### config.mk
export PLATFORM = sky130hd
export DESIGN_NAME = barrel_shift_seq
export DESIGN_NICKNAME = d
export VERILOG_FILES = /design/src/rtl/barrel_shift_seq.sv
export SDC_FILE = /design/constraint.sdc
export NUM_CORES = 1
export LEC_CHECK = 0
export ABC_CLOCK_PERIOD_IN_PS = 8550
export CORE_MARGIN = 2
export CORE_UTILIZATION = 30
export CTS_BUF_LIST = sky130_fd_sc_hd__clkbuf_4
export CTS_CLUSTER_SIZE = 16
export DETAILED_ROUTE_END_ITERATION = 10
export SYNTH_ARGS = -nofsm -noshare
export SYNTH_HDL_FRONTEND = slang
export SYNTH_SLANG_ARGS = --single-unit
### constraint.sdc
create_clock -name clk -period 8.55 [get_ports clk]
set_clock_uncertainty 0.1 [all_clocks]
set_input_delay 1.71 -clock clk [delete_from_list [all_inputs] [get_ports clk]]
set_output_delay 1.71 -clock clk [all_outputs]
set_load 0.1 [all_outputs]
### src/rtl/barrel_shift_seq.sv
// barrel_shift_seq: multi-cycle shift/rotate engine, up to STEP bit positions per clock
// Ports: clk, rst (async active-low); start/DATA/SHIFT_VALUE/MODE load an operation
// in IDLE or DONE; busy is high in SHIFT, done pulses for one cycle in DONE;
// Reg_Shift_Out is the working register and holds the result after done.
// MODE: 0 LSR, 1 LSL, 2 ASR, 3 ROR, 4 ROL, 5-7 LSR.
module barrel_shift_seq #(
  parameter int WIDTH = 16,
  parameter int STEP = 1,
  parameter int SW = 16
) (
  input  logic             clk,
  input  logic             rst,
  input  logic             start,
  input  logic [WIDTH-1:0] DATA,
  input  logic [SW-1:0]    SHIFT_VALUE,
  input  logic [2:0]       MODE,
  output logic             busy,
  output logic             done,
  output logic [WIDTH-1:0] Reg_Shift_Out
);
  localparam int CW = $clog2(WIDTH + 1);
  localparam int XW = SW > CW ? SW : CW;
  typedef enum logic [1:0] {IDLE, SHIFT, DONE} state_t;
  state_t state, state_n;
  logic [CW-1:0] cnt, eff, k;
  logic [2:0] mode_q;
  logic sign, accept, rot_in;
  logic [XW-1:0] sv_x, w_x;
  logic [WIDTH-1:0] shifted, fill;
  // Rotates wrap the count modulo WIDTH; other modes saturate at WIDTH so the
  // register ends all-zero or all-sign.
  always_comb begin
    sv_x = XW'(SHIFT_VALUE);
    w_x = XW'(WIDTH);
    rot_in = MODE == 3'd3 || MODE == 3'd4;
    eff = CW'(rot_in ? sv_x % w_x : (sv_x > w_x ? w_x : sv_x));
    accept = start && state != SHIFT;
    k = cnt > CW'(STEP) ? CW'(STEP) : cnt;
    fill = sign ? ~({WIDTH{1'b1}} >> k) : '0;
    shifted = mode_q == 3'd1 ? Reg_Shift_Out << k :
              mode_q == 3'd2 ? (Reg_Shift_Out >> k) | fill :
              mode_q == 3'd3 ? (Reg_Shift_Out >> k) | (Reg_Shift_Out << (CW'(WIDTH) - k)) :
              mode_q == 3'd4 ? (Reg_Shift_Out << k) | (Reg_Shift_Out >> (CW'(WIDTH) - k)) :
              Reg_Shift_Out >> k;
    state_n = accept ? (eff == '0 ? DONE : SHIFT) :
              state == SHIFT ? (cnt == k ? DONE : SHIFT) : IDLE;
    busy = state == SHIFT;
    done = state == DONE;
  end
  // The sign is captured from the operand so ASR fill stays constant across steps.
  always_ff @(posedge clk or negedge rst) begin
    if (!rst) begin
      state <= IDLE;
      cnt <= '0;
      mode_q <= '0;
      sign <= 1'b0;
      Reg_Shift_Out <= '0;
    end else begin
      state <= state_n;
      if (accept) begin
        Reg_Shift_Out <= DATA;
        cnt <= eff;
        mode_q <= MODE;
        sign <= DATA[WIDTH-1];
      end else if (state == SHIFT) begin
        Reg_Shift_Out <= shifted;
        cnt <= cnt - k;
      end
    end
  end
endmodule

==> results of run 1 <==
## flip-flops by register name, summed over array words and instances, names as in the netlist
| name | cells |
|---|---|
| cnt | 5 |
| sign | 1 |
| state | 2 |
| mode_q | 3 |
| Reg_Shift_Out | 16 |
## metal layers
metal / global-route usage [%] / routed length, um / vias to the layer above
met5: 0 / 0 / -
met4: 6.42 / 382 / 0
met3: 5.03 / 1370 / 42
met2: 35.1 / 6400 / 238
met1: 31.3 / 6010 / 1960
li1: - / - / 1832
## area by class of cell
class                   instances  share of cell area [%]
multi-input cells             390                    62.4
flip-flops and latches         27                    16.7
repair buffers                 62                    14.9
well taps                     140                    4.34
inverters                       9                   0.898
clock buffers                   3                   0.558
clock inverters                 1                   0.186
## worst register-to-register path: stages, from the launching register on
cell and delay (ns):
dfrtp_1 0.47, or3_1 0.66, nor2_8 0.51, ha_1 0.58, inv_1 0.16, ha_1 0.69, inv_1 0.77, nor3_1 0.14
a221o_1 0.35, or4_1 0.46
## worst max-delay path by stage
| stage | endpoint | startpoint | cells past startpoint |
|---|---|---|---|
| floorplan | Reg_Shift_Out[6]$_DFFE_PN0P_ | cnt[3]$_DFFE_PN0P_ | 14 |
| global placement | Reg_Shift_Out[13]$_DFFE_PN0P_ | cnt[3]$_DFFE_PN0P_ | 9 |
| detailed placement | Reg_Shift_Out[13]$_DFFE_PN0P_ | cnt[3]$_DFFE_PN0P_ | 9 |
| CTS | Reg_Shift_Out[13]$_DFFE_PN0P_ | cnt[3]$_DFFE_PN0P_ | 9 |
| global route | Reg_Shift_Out[13]$_DFFE_PN0P_ | cnt[3]$_DFFE_PN0P_ | 9 |
| finish | Reg_Shift_Out[13]$_DFFE_PN0P_ | cnt[3]$_DFFE_PN0P_ | 9 |
## per-stage QoR
| step | power (mW) | cells |
|---|---|---|
| 6_report | 1.91 | 632 |
| 4_1_cts | 1.87 | 632 |
| 3_5_place_dp | 1.80 | 628 |
| 2_1_floorplan | 1.40 | 474 |
| 3_3_place_gp | 1.79 | 628 |
| 5_1_grt | 2.02 | 632 |
## cells by family after synthesis
kind of cell,after synthesis,share of synthesized area [%]
buffers and inverters,57,6.77
AO/OA/AOI/OAI,158,31.4
adder cells (fa/ha/maj),5,1.83
flip-flops,27,19.8
other,2,0.220
multiplexers,31,12.3
AND/OR/NAND/NOR,190,27.1
XOR/XNOR,2,0.513
## power by group
group | leakage (nW) | switching (mW) | internal (mW)
logic | 1.15 | 0.985 | 0.473
registers | 0.324 | 0.191 | 0.193
clock network | 0.0139 | 0.0507 | 0.0179
## cell usage in the layout, fill, tap and decap left out, types with 7 or more instances in the layout
master / n
o221ai_1: 8
nand3_1: 10
mux2i_1: 20
buf_4: 7
o21ai_0: 32
nor3_1: 19
nor2_1: 51
nor2b_1: 9
a31oi_1: 14
nand2_1: 54
a21oi_1: 36
clkdlybuf4s50_1: 55
o211ai_1: 10
dfrtp_1: 27
or3_1: 7
==> impl_metrics.tcl, run 1 <==
set metrics [dict create \
    ys_async_sr_fraction_pct 100 \
    ant_nets 0 \
    critical_path_buf_inv_count 2 \
    path_clk_slew_ns 0.19 \
    synth.largest_area_cell "dfrtp_1" \
    slowest_stage "inv_1" \
    syn_area_per_cell_sq_um 7.24 \
    die_area_sq_um 12300 \
    whs_path_depth 2 \
    tritoncts "built" \
    vdd_drop_max_uv 254 \
    r2r_setup_slack_ns 3.56 \
    io_buffer_count 55 \
    multi_input_area_sq_um 2520 \
    worst_r2r_endpoint "Reg_Shift_Out[13]$_DFFE_PN0P_" \
    tns_ns 0 \
    fillers 1161 \
    synth_seq_cells 27 \
    grt_usage_pct 22.6 \
    grt_max_degree 38 \
    dpl-instance-area_sq_um 4010 \
    cts_sinks 27 \
    fin_area_sq_um 4040 \
    num_antenna_cells 0 \
    grt_pass1_vias 3957 \
    wl_per_cell_um 22.4 \
    clk_latency_ns 0.36 \
    ys_types 66 \
    fin_nets 536 \
    dp_hpwl_um 9720 \
    core_area_sq_um 11000 \
    synth_edf_count 0 \
    synth.top_cell.area_share_pct 19.8 \
    hp-class "flop to flop" \
    gp_congestion 0.933 \
    dieHeight_um 111 \
    synth-seq-area-share_pct 19.8 \
    hold-worst-slack_ns 0.462 \
    outcome "completed" \
    synth.most_common_cell "nand2_1" \
    ff_latch_area_sq_um 676 \
    whs_endpoint "cnt[4]$_DFFE_PN0P_" \
    setup_viol 0 \
    r2r-start "cnt[3]$_DFFE_PN0P_" \
    grt_remaining_overflow 0 \
    r2r_cells 9 \
    startpoint_type "flop" \
    die_x_um 111 \
    cts.repair.resized 0 \
    grt_pass1_wl_um 22400 \
    relSlewSlack_pct 28.2 \
    path_class "flop to flop" \
    max_freq_mhz 200 \
    dp_slack_ns 3.71 \
    drc 0 \
    critPathMaxFanout 28 \
    cts_setup_buffers 0 \
    synth_common_cells "nand2_1, nor2_1, a21oi_1" \
    min_period_over_period_pct 58.4 \
    drtIter0Drc 501 \
    drive_gt1_share_pct 6.10 \
    antenna_found_initial 0 \
    tightest_slew_ns 1.07 \
    cts-root-buf "clkbuf_4" \
    critPathCaptureType "flop" \
    cp_data_arrival_time_ns 5.16 \
    critical-path-max-stage-delay_ns 0.77 \
    rows 38 \
    netlist_instances 472 \
    worst_path_dominant_cell_family "simple AND/OR/NAND/NOR gates" \
    powerDensity_nw_per_um2 473 \
    crit_chain "or3_1, nor2_8, ha_1, inv_1, ha_1, inv_1, nor3_1, a221o_1, or4_1" \
    fin_ws_ns 3.56 \
    pin_count 56 \
    drt_wl_total_um 14200 \
    min-delay-start "cnt[4]$_DFFE_PN0P_" \
    grt_setup_unrepaired "false" \
    vias 4072 \
    utilization_pct 36.8 \
    netlist_area_sq_um 3420 \
    synth_area_leaders "dfrtp_1, nand2_1, mux2i_1, nor2_1, a21oi_1" \
    cts_hold_buf 0 \
    fin_crit_ns 4.99 \
    numCtsBuffers 3 \
    hold_viol 0 \
    cts_buffer_depth 2 \
    maxSlewViolCount 0 \
    start_util_pct 31.1 \
    required_ns 8.72 \
    vias_per_cell 6.44 \
    h-tree-depth 1 \
    first_pass_iters 5 \
    max_cap_violations 0 \
    leakagePower_nw 1.49 \
    syn_to_final_growth_pct 18.2 \
    synth_ff_type "dfrtp_1" \
    yosys_warnings 0 \
]
Note: power is estimated with default switching activity, not from simulation.
==> run 2, diff against run 1 <==
- ABC_CLOCK_PERIOD_IN_PS: 8550 -> 5100
- clock period: 8.55 -> 5.1 ns (I/O delays scaled with it)
==> run 2 against run 1 <==
Hold slack improved by 0.011 ns. Critical path type is now flop to primary output. Routed wire length fell by 0.71%. Highest routed layer unchanged. Sequential power rose by 67%. Utilization rose by 0.25 points.
==> impl_metrics.tcl, run 2 (synthesis gave the netlist of run 1 again) <==
set metrics [dict create \
    outcome "completed" \
    r2r-start "cnt[3]$_DFFE_PN0P_" \
    setup.worst_path.start "state[1]$_DFF_PN0_" \
    cp_data_arrival_time_ns 2.70 \
    fillers 1136 \
    power_frac_clock_pct 3.5 \
    multi_input_area_sq_um 2520 \
    setup_viol 0 \
    drt_wl_total_um 14100 \
    vdd_drop_max_uv 313 \
    drive_gt1_share_pct 6.87 \
    whs_path_depth 2 \
    powerDensity_nw_per_um2 783 \
    vias_per_cell 6.37 \
    min_period_over_period_pct 75.0 \
    path_common_cell "buf_4" \
    critical-path-max-stage-delay_ns 1.20 \
    grt_pass1_wl_um 22100 \
    dp_hpwl_um 9890 \
    largest_reg_flops 16 \
    dpl-instance-area_sq_um 4040 \
    worst_r2r_endpoint "Reg_Shift_Out[12]$_DFFE_PN0P_" \
    grt_usage_pct 22.3 \
    max_freq_mhz 262 \
    path_clk_slew_ns 0.19 \
    core_area_sq_um 11000 \
    ant_nets 0 \
    cts_buffer_depth 2 \
    required_ns 3.98 \
    max_cap_violations 0 \
    pin_count 56 \
    vias 4046 \
    combPwrFrac_pct 76.3 \
    leakagePower_nw 1.50 \
    fin_nets 539 \
    die_x_um 111 \
    fin_ws_ns 1.28 \
    dp_slack_ns 1.45 \
    h-tree-depth 1 \
    clk_latency_ns 0.36 \
    mostFrequentLayoutCells "clkdlybuf4s50_1, nand2_1, nor2_1, a21oi_1, o21ai_0" \
    cts_setup_buffers 0 \
    drtIter0Drc 550 \
    num_antenna_cells 0 \
    grt_max_degree 35 \
    tightest_slew_ns 1.12 \
    cts.repair.resized 0 \
    grt_remaining_overflow 0 \
    critical_path_buf_inv_count 4 \
    syn_to_final_growth_pct 19.0 \
    tns_ns 0 \
    hp-class "flop to flop" \
    hold_viol 0 \
    r2r_setup_slack_ns 1.38 \
    p_switching_mw 2.04 \
    critPathCaptureType "primary output" \
    grt_setup_unrepaired "false" \
    cts_sinks 27 \
    io_buffer_count 55 \
    dieHeight_um 111 \
    critPathMaxFanout 28 \
    tritoncts "built" \
    fin_area_sq_um 4070 \
    reg_top3 "Reg_Shift_Out x16, cnt x5, mode_q x3" \
    gp_congestion 0.986 \
    whs_endpoint "cnt[4]$_DFFE_PN0P_" \
    path_class "flop to primary output" \
    swShare_pct 64.0 \
    cts_hold_buf 0 \
    p_seq_share_pct 20.1 \
    worst_path_dominant_cell_family "buffers and inverters" \
    first_pass_iters 8 \
    top_register "Reg_Shift_Out" \
    grt_pass1_vias 3800 \
    r2r_cells 11 \
    path_depth 5 \
    slowest_stage "clkdlybuf4s50_1" \
    fin_crit_ns 3.82 \
    internal_power_mw 1.15 \
    antenna_found_initial 0 \
    rows 38 \
    start_util_pct 31.1 \
    wl_per_cell_um 22.2 \
    min-delay-start "cnt[4]$_DFFE_PN0P_" \
    final_common_cell "clkdlybuf4s50_1" \
    die_area_sq_um 12300 \
    numCtsBuffers 3 \
    relSlewSlack_pct 24.7 \
    startpoint_type "flop" \
    crit_chain "nand2b_1, buf_4, clkinv_1, buf_4, clkdlybuf4s50_1" \
    cts-root-buf "clkbuf_4" \
    maxSlewViolCount 0 \
    drc 0 \
    ff_latch_area_sq_um 676 \
]
## run 2: cell types whose count changed in the layout (fill, tap and decap cells not counted)
cell and change:
nor3b_2 +1, nor3b_1 -1, buf_4 +3
## run 2: how the worst max path moves through the flow
stage / endpoint / slack [ns]
5_1_grt: Reg_Shift_Out[13]$_DFFE_PN0P_ / 1.12
4_1_cts: busy / 1.26
3_3_place_gp: Reg_Shift_Out[12]$_DFFE_PN0P_ / 1.48
2_1_floorplan: Reg_Shift_Out[6]$_DFFE_PN0P_ / 1.17
3_5_place_dp: Reg_Shift_Out[12]$_DFFE_PN0P_ / 1.45
6_report: busy / 1.28
## run 2: per-stage QoR
step                      std cells  total power [mW]  hold WS (ns)  util, %
after floorplan                 474              2.34         0.388        -
after global placement          631              3.00         0.415     36.8
after detailed placement        631              3.00         0.426     36.8
after CTS                       635              3.13         0.468     37.0
after global routing            635              3.37         0.533     37.0
final                           635              3.18         0.472     37.0
## run 2: power by group through the flow
| stage | clock network [mW] | logic [mW] | registers, mW |
|---|---|---|---|
| 2_1_floorplan | 0 | 1.46 | 0.883 |
| 3_3_place_gp | 0 | 2.37 | 0.634 |
| 3_5_place_dp | 0 | 2.37 | 0.632 |
| 4_1_cts | 0.118 | 2.38 | 0.628 |
| 5_1_grt | 0.123 | 2.58 | 0.661 |
| 6_report | 0.113 | 2.43 | 0.641 |
## run 2: layer usage
metal  GRT usage [%]  part of all wire, %  wire, um  vias to the layer above
met5               0                    0         0                        -
li1                -                    -         -                     1835
met3            4.16                   11      1530                       40
met4            6.75                  2.8       387                        0
met2            34.0                   45      6310                      268
met1            31.9                   42      5850                     1903
## run 2: worst reg2reg max path, delay by kind of cell, from the launching register on
kind	cells	cell delay [ns]
AO/OA/AOI/OAI	3	0.62
adder cells (fa/ha/maj)	2	0.64
buffers and inverters	3	0.80
flip-flops	1	0.47
AND/OR/NAND/NOR	3	1.02
## run 2: final cells by class
| type | instances | share of cell area, % |
|---|---|---|
| Clock buffer | 3 | 0.554 |
| Clock inverter | 1 | 0.185 |
| Inverter | 9 | 0.892 |
| Multi-Input combinational cell | 390 | 62.1 |
| Sequential cell | 27 | 16.6 |
| Tap cell | 140 | 4.31 |
| Timing Repair Buffer | 65 | 15.4 |
==> run 3, diff against run 2 <==
- ABC_CLOCK_PERIOD_IN_PS: 5100 -> 3600
- clock period: 5.1 -> 3.6 ns (I/O delays scaled with it)
==> run 3 against run 2 <==
Sequential cell count stayed put. Power rose by 46%. Register-to-register slack got worse by 0.90 ns. Combinational power rose by 48%. Largest power group unchanged. Clock power rose by 52%. Routed wire length up 5.2%. Count of clock-buffer cells in the layout unchanged. Setup slack lost 0.80 ns. Critical endpoint is now Reg_Shift_Out[13]$_DFFE_PN0P_. Cell count increased by 2.4%. Sequential power increased by 39%. Critical path depth increased by 8.
==> impl_metrics.tcl, run 3 (synthesis gave the netlist of run 1 again) <==
set metrics [dict create \
    core_area_sq_um 11000 \
    setup_viol 0 \
    critical_path_buf_inv_count 3 \
    grt_remaining_overflow 0 \
    drt_wl_total_um 14800 \
    hold-worst-slack_ns 0.482 \
    cts.repair.resized 0 \
    cts_hold_buf 0 \
    whs_path_depth 2 \
    slowest_stage "dfrtp_1" \
    start_util_pct 31.1 \
    critPathCaptureType "flop" \
    combPwrFrac_pct 77.2 \
    die_x_um 111 \
    gp_congestion 0.958 \
    leakagePower_nw 1.60 \
    setup.worst_path.start "cnt[1]$_DFFE_PN0P_" \
    relSlewSlack_pct 38.0 \
    pin_count 56 \
    powerDensity_nw_per_um2 1120 \
    reg_top3 "Reg_Shift_Out x16, cnt x5, mode_q x3" \
    utilization_pct 37.8 \
    r2r_setup_slack_ns 0.48 \
    grt_usage_pct 23.9 \
    max_freq_mhz 320 \
    tightest_slew_ns 0.926 \
    dieHeight_um 111 \
    min_period_over_period_pct 86.7 \
    min-delay-start "cnt[4]$_DFFE_PN0P_" \
    clk_latency_ns 0.37 \
    drive_gt1_share_pct 12.9 \
    rows 38 \
    outcome "completed" \
    grt_max_degree 34 \
    dp_hpwl_um 10400 \
    num_antenna_cells 0 \
    largest_reg_flops 16 \
    cts_buffer_depth 2 \
    cts-root-buf "clkbuf_4" \
    numCtsBuffers 3 \
    fin_crit_ns 3.12 \
    io_buffer_count 55 \
    hold_viol 0 \
    dpl-instance-area_sq_um 4120 \
    crit_chain "or2_2, nor2_8, ha_1, inv_1, ha_1, buf_4, nor2_1, buf_4, nand3_1, a21oi_1, o311ai_0, a21oi_1, or4_1" \
    ant_nets 0 \
    power_frac_clock_pct 3.7 \
    grt_pass1_wl_um 23700 \
    tns_ns 0 \
    grt_pass1_vias 4123 \
    swShare_pct 63.6 \
    antenna_found_initial 0 \
    h-tree-depth 1 \
    worst_path_dominant_cell_family "simple AND/OR/NAND/NOR gates" \
    drtIter0Drc 434 \
    path_clk_slew_ns 0.21 \
    top_register "Reg_Shift_Out" \
    drc 0 \
    syn_to_final_growth_pct 21.5 \
    cts_sinks 27 \
    required_ns 3.78 \
    r2r-start "cnt[1]$_DFFE_PN0P_" \
    maxSlewViolCount 0 \
    mostFrequentLayoutCells "nand2_1, nor2_1, buf_4, clkdlybuf4s50_1, a21oi_1" \
    vdd_drop_max_uv 471 \
    critical-path-max-stage-delay_ns 0.51 \
    final_common_cell "nand2_1" \
    vias 4177 \
    r2r_cells 13 \
    grt_setup_unrepaired "false" \
    fin_nets 554 \
    startpoint_type "flop" \
    p_seq_share_pct 19.1 \
    max_cap_violations 0 \
    wl_per_cell_um 22.8 \
    p_switching_mw 2.96 \
    die_area_sq_um 12300 \
    tritoncts "built" \
    cts_setup_buffers 0 \
    hp-class "flop to flop" \
    worst_r2r_endpoint "Reg_Shift_Out[13]$_DFFE_PN0P_" \
    vias_per_cell 6.43 \
    fin_area_sq_um 4150 \
    whs_endpoint "cnt[4]$_DFFE_PN0P_" \
    internal_power_mw 1.69 \
    critPathMaxFanout 27 \
    cp_data_arrival_time_ns 3.30 \
    path_class "flop to flop" \
    first_pass_iters 5 \
]
-- run 3: changes by cell type in the layout (fill, tap and decap cells not counted) --
cell and change:
nor3b_2 -1, buf_4 +31, clkdlybuf4s50_1 -18, buf_12 +2, nor3b_1 +1
-- run 3: worst max path at each step --
stage | slack, ns | end | cells after the start
after floorplan | 0.09 | Reg_Shift_Out[10]$_DFFE_PN0P_ | 15
after global placement | 0.60 | Reg_Shift_Out[4]$_DFFE_PN0P_ | 12
after detailed placement | 0.56 | Reg_Shift_Out[13]$_DFFE_PN0P_ | 13
after CTS | 0.53 | Reg_Shift_Out[13]$_DFFE_PN0P_ | 13
after global routing | 0.31 | Reg_Shift_Out[11]$_DFFE_PN0P_ | 11
final | 0.48 | Reg_Shift_Out[13]$_DFFE_PN0P_ | 13
-- run 3: per-stage QoR --
stage                     power, mW  setup slack [ns]  cells
after detailed placement       4.38             0.555    646
after global routing           4.95             0.310    650
after CTS                      4.56             0.531    650
final                          4.65             0.479    650
after floorplan                3.32            0.0908    474
after global placement         4.40             0.596    646
-- run 3: worst reg2reg max path: cells and delay by family, from the launching register on --
family / cells / cell delay, ns
simple gates: 5 / 0.97
buf+inv: 3 / 0.60
compound gates: 3 / 0.48
flops: 1 / 0.51
fa+ha+maj: 2 / 0.37
-- run 3: layout make-up --
cell class	count	area, sq um
clock buffers	3	22.5
clock inverters	1	7.51
fillers	1152	6830
inverters	9	36.3
multi-input cells	390	2520
flip-flops and latches	27	676
well taps	140	175
repair buffers	80	718
-- run 3: power by group through the flow --
stage	clock, mW	sequential (mW)	combinational, mW
finish	0.172	0.891	3.59
global route	0.180	0.917	3.85
CTS	0.171	0.875	3.52
detailed placement	0	0.883	3.50
global placement	0	0.879	3.52
floorplan	0	1.25	2.07
-- run 3: routing by layer --
metal  track usage (%)  vias to the layer above  part of all wire (%)
met2              37.5                      256                    45
met4              7.17                        0                   2.6
met5                 0                        -                     0
met1              33.4                     2020                    43
met3              4.37                       32                   9.5
li1                  -                     1869                     -
==> RTL edit 1: new RTL, flow settings as in run 2 <==
`WIDTH`: 16 -> 8.
--- a/src/rtl/barrel_shift_seq.sv
+++ b/src/rtl/barrel_shift_seq.sv
@@ -4,7 +4,7 @@
 // Reg_Shift_Out is the working register and holds the result after done.
 // MODE: 0 LSR, 1 LSL, 2 ASR, 3 ROR, 4 ROL, 5-7 LSR.
 module barrel_shift_seq #(
-  parameter int WIDTH = 16,
+  parameter int WIDTH = 8,
   parameter int STEP = 1,
   parameter int SW = 16
 ) (
Interface: changed (resized DATA and Reg_Shift_Out); port bits go from 56 to 40. No check against the original RTL was run, so the function may have changed too.
==> RTL edit 1 against run 2 <==
- power shrank 53%
- combinational power shrank 57%
- area after synthesis shrank 53%
- wire length shrank 67%
- non-clock buffer count shrank 26
- setup slack lost 0.041 ns
- sequential cell count shrank 9
- critical path type unchanged
- final area shrank 49%
- synthesized cell count shrank 57%
==> RTL edit 1: results (changes against run 2) <==
[final_layout]
diodes=0  ; unchanged
fin_nets=271  ; was 539
drive_above_1_share_pct=7.234  ; was 6.869%
largest_registers=Reg_Shift_Out (8), cnt (4), mode_q (3)  ; was Reg_Shift_Out (16), cnt (5), mode_q (3)

[global_route]
antenna_found_initial=0  ; unchanged
grt_pass1_wl_microns=8086  ; was 22,050 microns
grt_pass1_vias=1639  ; was 3,800
grt_usage_pct=16.52  ; was 22.31%
grt_start_max_net_pins=19  ; was 35

[critical_path]
cp-startpoint=state[1]  ; unchanged
r2r-start=cnt[1]  ; was cnt[3]
critical_path.max_fanout=17  ; was 28
arrival_ns=2.74  ; was 2.70 ns

[place]
dp_hpwl_microns=3494  ; was 9893 microns
place_area_sq_mm=0.002039  ; was 0.004036 sq mm
port_buffers=39  ; was 55
gp_congestion=0.8507  ; was 0.9860

[pwr]
p_leak_nw=0.7923  ; was 1.502 nW
peakVddDrop_mv=0.2509  ; was 0.3129 mV

[synthesis]
ys_seq_area_share_pct=28.02  ; was 19.77%
yosys_warnings=0  ; unchanged
ys_types=48  ; was 66
netlist_top_cells_area=dfrtp_1, o21ai_0, mux2_2  ; was dfrtp_1, nand2_1, mux2i_1
async_flop_share_pct=100.0  ; unchanged
synthTopCellsByCount=nand2_1, dfrtp_1, o21ai_0  ; was nand2_1, nor2_1, a21oi_1
synth-main-ff-cell=dfrtp_1  ; unchanged
synth_most_common_cell=nand2_1  ; unchanged

[clocking]
insertion_delay_ns=0.29  ; was 0.36 ns
clk_path_buf_depth=2  ; unchanged
clkSlewWorstSetupHoldPaths_ns=0.10  ; was 0.19 ns
cts_inserted_buffers=3  ; unchanged
cts_max_level=1  ; unchanged
cts-resized-gates=0  ; unchanged
post_cts_buffers=0  ; unchanged
clockRootBuffer=clkbuf_4  ; unchanged

[worst_hold_path]
hold_path.class=reg2reg  ; unchanged
hold_start=sign  ; was cnt[4]

[routing]
viasPerCell=5.439  ; was 6.372
wire_per_inst_microns=15.26  ; was 22.16 microns
initialDrtViolationCount=174  ; was 550
drt_pass1_iterations=4  ; was 8

[sta]
worst_pin_slew_ns=0.9773  ; was 1.123 ns

[outcome]
status=finished clean  ; unchanged

RTL edit 1: layout make-up:
type	instances	area, sq um
clock buffers	3	22.52
clock inverters	1	3.754
fillers	558	3074
inverters	9	33.78
multi-input cells	165	1077
flip-flops and latches	18	450.4
well taps	70	87.58
repair buffers	39	390.4
RTL edit 1: kinds of logic after synthesis:
group | share of synthesized area [%]
AO/OA/AOI/OAI | 29.03
adder cells (fa/ha/maj) | 3.891
buffers and inverters | 5.447
flip-flops | 28.02
multiplexers | 8.794
other | 0.4671
AND/OR/NAND/NOR | 24.36
RTL edit 1: final timing paths:
check | end | slack [ns] | cells past startpoint
worst max-delay path | busy | 1.24 | 3
worst min-delay path | sign | 0.48 | 1
worst max register to register | Reg_Shift_Out[1] | 2.07 | 8
worst min register to register | sign | 0.48 | 1
max in group asynchronous | cnt[1] | 3.30 | 1
min in group asynchronous | Reg_Shift_Out[6] | 1.09 | 1
RTL edit 1: power breakdown:
part | switching [mW] | internal [mW] | leakage (nW)
clock network | 0.0446 | 0.0285 | 0.0154
registers | 0.153 | 0.217 | 0.213
logic | 0.675 | 0.362 | 0.564
total | 0.873 | 0.607 | 0.792
RTL edit 1: metal layers:
metal	track usage [%]	vias up	share of wire, %
li1	-	821	-
met1	22.49	773	46
met2	26.00	61	46
met3	4.118	4	6.6
met4	4.464	0	0.84
met5	0	-	0
RTL edit 1: worst max-delay path, stage by stage (launching register included):
cell and delay (ns):
dfrtp_1 0.38, nand2b_1 0.38, inv_1 0.46, clkdlybuf4s50_1 1.22
RTL edit 1: metrics by stage:
step	cells	setup WS [ns]	hold slack [ns]
final	305	1.236	0.4796
after global routing	305	1.063	0.5115
after CTS	305	1.220	0.4932
after detailed placement	301	1.570	0.4673
after global placement	301	1.588	0.4580
after floorplan	206	2.220	0.4176
==> RTL edit 2: new RTL, config.mk and constraints of run 2 <==
Without the edit above. The 3 states of `state_t` get a one-hot encoding in 3 bits.
--- a/src/rtl/barrel_shift_seq.sv
+++ b/src/rtl/barrel_shift_seq.sv
@@ -20,7 +20,7 @@
 );
   localparam int CW = $clog2(WIDTH + 1);
   localparam int XW = SW > CW ? SW : CW;
-  typedef enum logic [1:0] {IDLE, SHIFT, DONE} state_t;
+  typedef enum logic [2:0] {IDLE = 3'b001, SHIFT = 3'b010, DONE = 3'b100} state_t;
   state_t state, state_n;
   logic [CW-1:0] cnt, eff, k;
   logic [2:0] mode_q;
Behaviour: no difference found for any inputs over 10 cycles, from zero or initial values and one cycle with rst low; not proved beyond that.
==> RTL edit 2 against run 2 <==
- sequential cell count increased by 1
- final area increased by 0.43%
- wire length decreased by 2.5%
- via count shrank 2.1%
- synthesized cell count is 6.4% lower
- area after synthesis about the same
- non-clock buffer count unchanged
- setup slack gained 0.073 ns
- worst hold slack better by 0.0049 ns
- largest cell class unchanged
Power is not shown: default switching activity piles up to over one toggle a cycle in this logic, so the estimate is an artifact.
==> RTL edit 2: results (changes against run 2) <==
[global_route]
grt_use_met1_pct=31.86  ; was 31.94%
grt_pass1_wl_microns=21870  ; was 22,050 microns
grtUsageMet2_pct=33.78  ; was 33.99%
grt_pass1_vias=3694  ; was 3,800
grt_start_max_net_pins=37  ; was 35
grt_util_met3_pct=2.898  ; was 4.155%

[worst_hold_path]
hold_start=cnt[3]  ; was cnt[4]

[final_layout]
area_growth_syn_to_layout_pct=19.43  ; was 18.96%
drive_above_1_share_pct=9.422  ; was 6.869%
fin_nets=511  ; was 539
largest_registers=Reg_Shift_Out (16), cnt (5)  ; was Reg_Shift_Out (16), cnt (5), mode_q (3)

[place]
place_area_sq_mm=0.004031  ; was 0.004036 sq mm
dp_hpwl_microns=9550  ; was 9893 microns
dpl_worst_slack_ns=1.474  ; was 1.445 ns
gp_congestion=1.013  ; was 0.9860
dp_cells=603  ; was 631

[routing]
routed_wl_microns=13720  ; was 14,070 microns
wl_met1_microns=5859  ; was 5845 microns
drt_pass1_iterations=5  ; was 8
viasPerCell=6.524  ; was 6.372
dr_wl_met2_microns=6081  ; was 6311 microns
initialDrtViolationCount=547  ; was 550

[sta]
fmax_ghz=0.2666  ; was 0.2615 GHz
slew_headroom_pct=19.18  ; was 24.73%
whs_ns=0.4772  ; was 0.4724 ns

[synthesis]
synthTopCellsByCount=nor2_1, clkbuf_1, a21oi_1  ; was nand2_1, nor2_1, a21oi_1
ys_types=71  ; was 66
ys_seq_area_share_pct=20.53  ; was 19.77%
syn_inst=442  ; was 472

[critical_path]
max_stage_delay_ns=0.64  ; was 1.20 ns
r2r_slack_ns=1.35  ; was 1.38 ns
slowest_stage=or3_1  ; was clkdlybuf4s50_1
rr_worst_depth=10  ; was 11
reg2reg_to=Reg_Shift_Out[13]  ; was Reg_Shift_Out[12]
crit_type=reg2reg  ; was reg2out

[outcome]
status=finished clean  ; unchanged

[RTL edit 2: changes by cell type in the layout (fill, tap and decap cells not counted), moves of 5 or more]
cell and change:
mux2_2 +7, o22ai_1 +5, nand3_1 +9, o211ai_1 -5, nand2_1 -25, nor2_1 -9
[RTL edit 2: kinds of logic (layout without fill, tap and decap cells)]
| family | after synthesis | after routing | share of synthesized area (%) |
|---|---|---|---|
| other | 2 | 4 | 0.2196 |
| adders and majority gates | 5 | 5 | 1.829 |
| and+or+nand+nor | 159 | 159 | 23.64 |
| buffers and inverters | 55 | 78 | 6.733 |
| AOI/OAI and AO/OA | 155 | 155 | 31.25 |
| xor gates and xnor gates | 1 | 1 | 0.2562 |
| muxes | 37 | 37 | 15.55 |
| DFF | 28 | 28 | 20.53 |
[RTL edit 2: area by class of cell]
type	count	area (sq um)
Clock buffer	3	22.52
Clock inverter	1	30.03
Fill cell	1143	6899
Inverter	9	36.28
Multi-Input combinational cell	361	2495
Sequential cell	28	701.9
Tap cell	140	175.2
Timing Repair Buffer	65	623.1
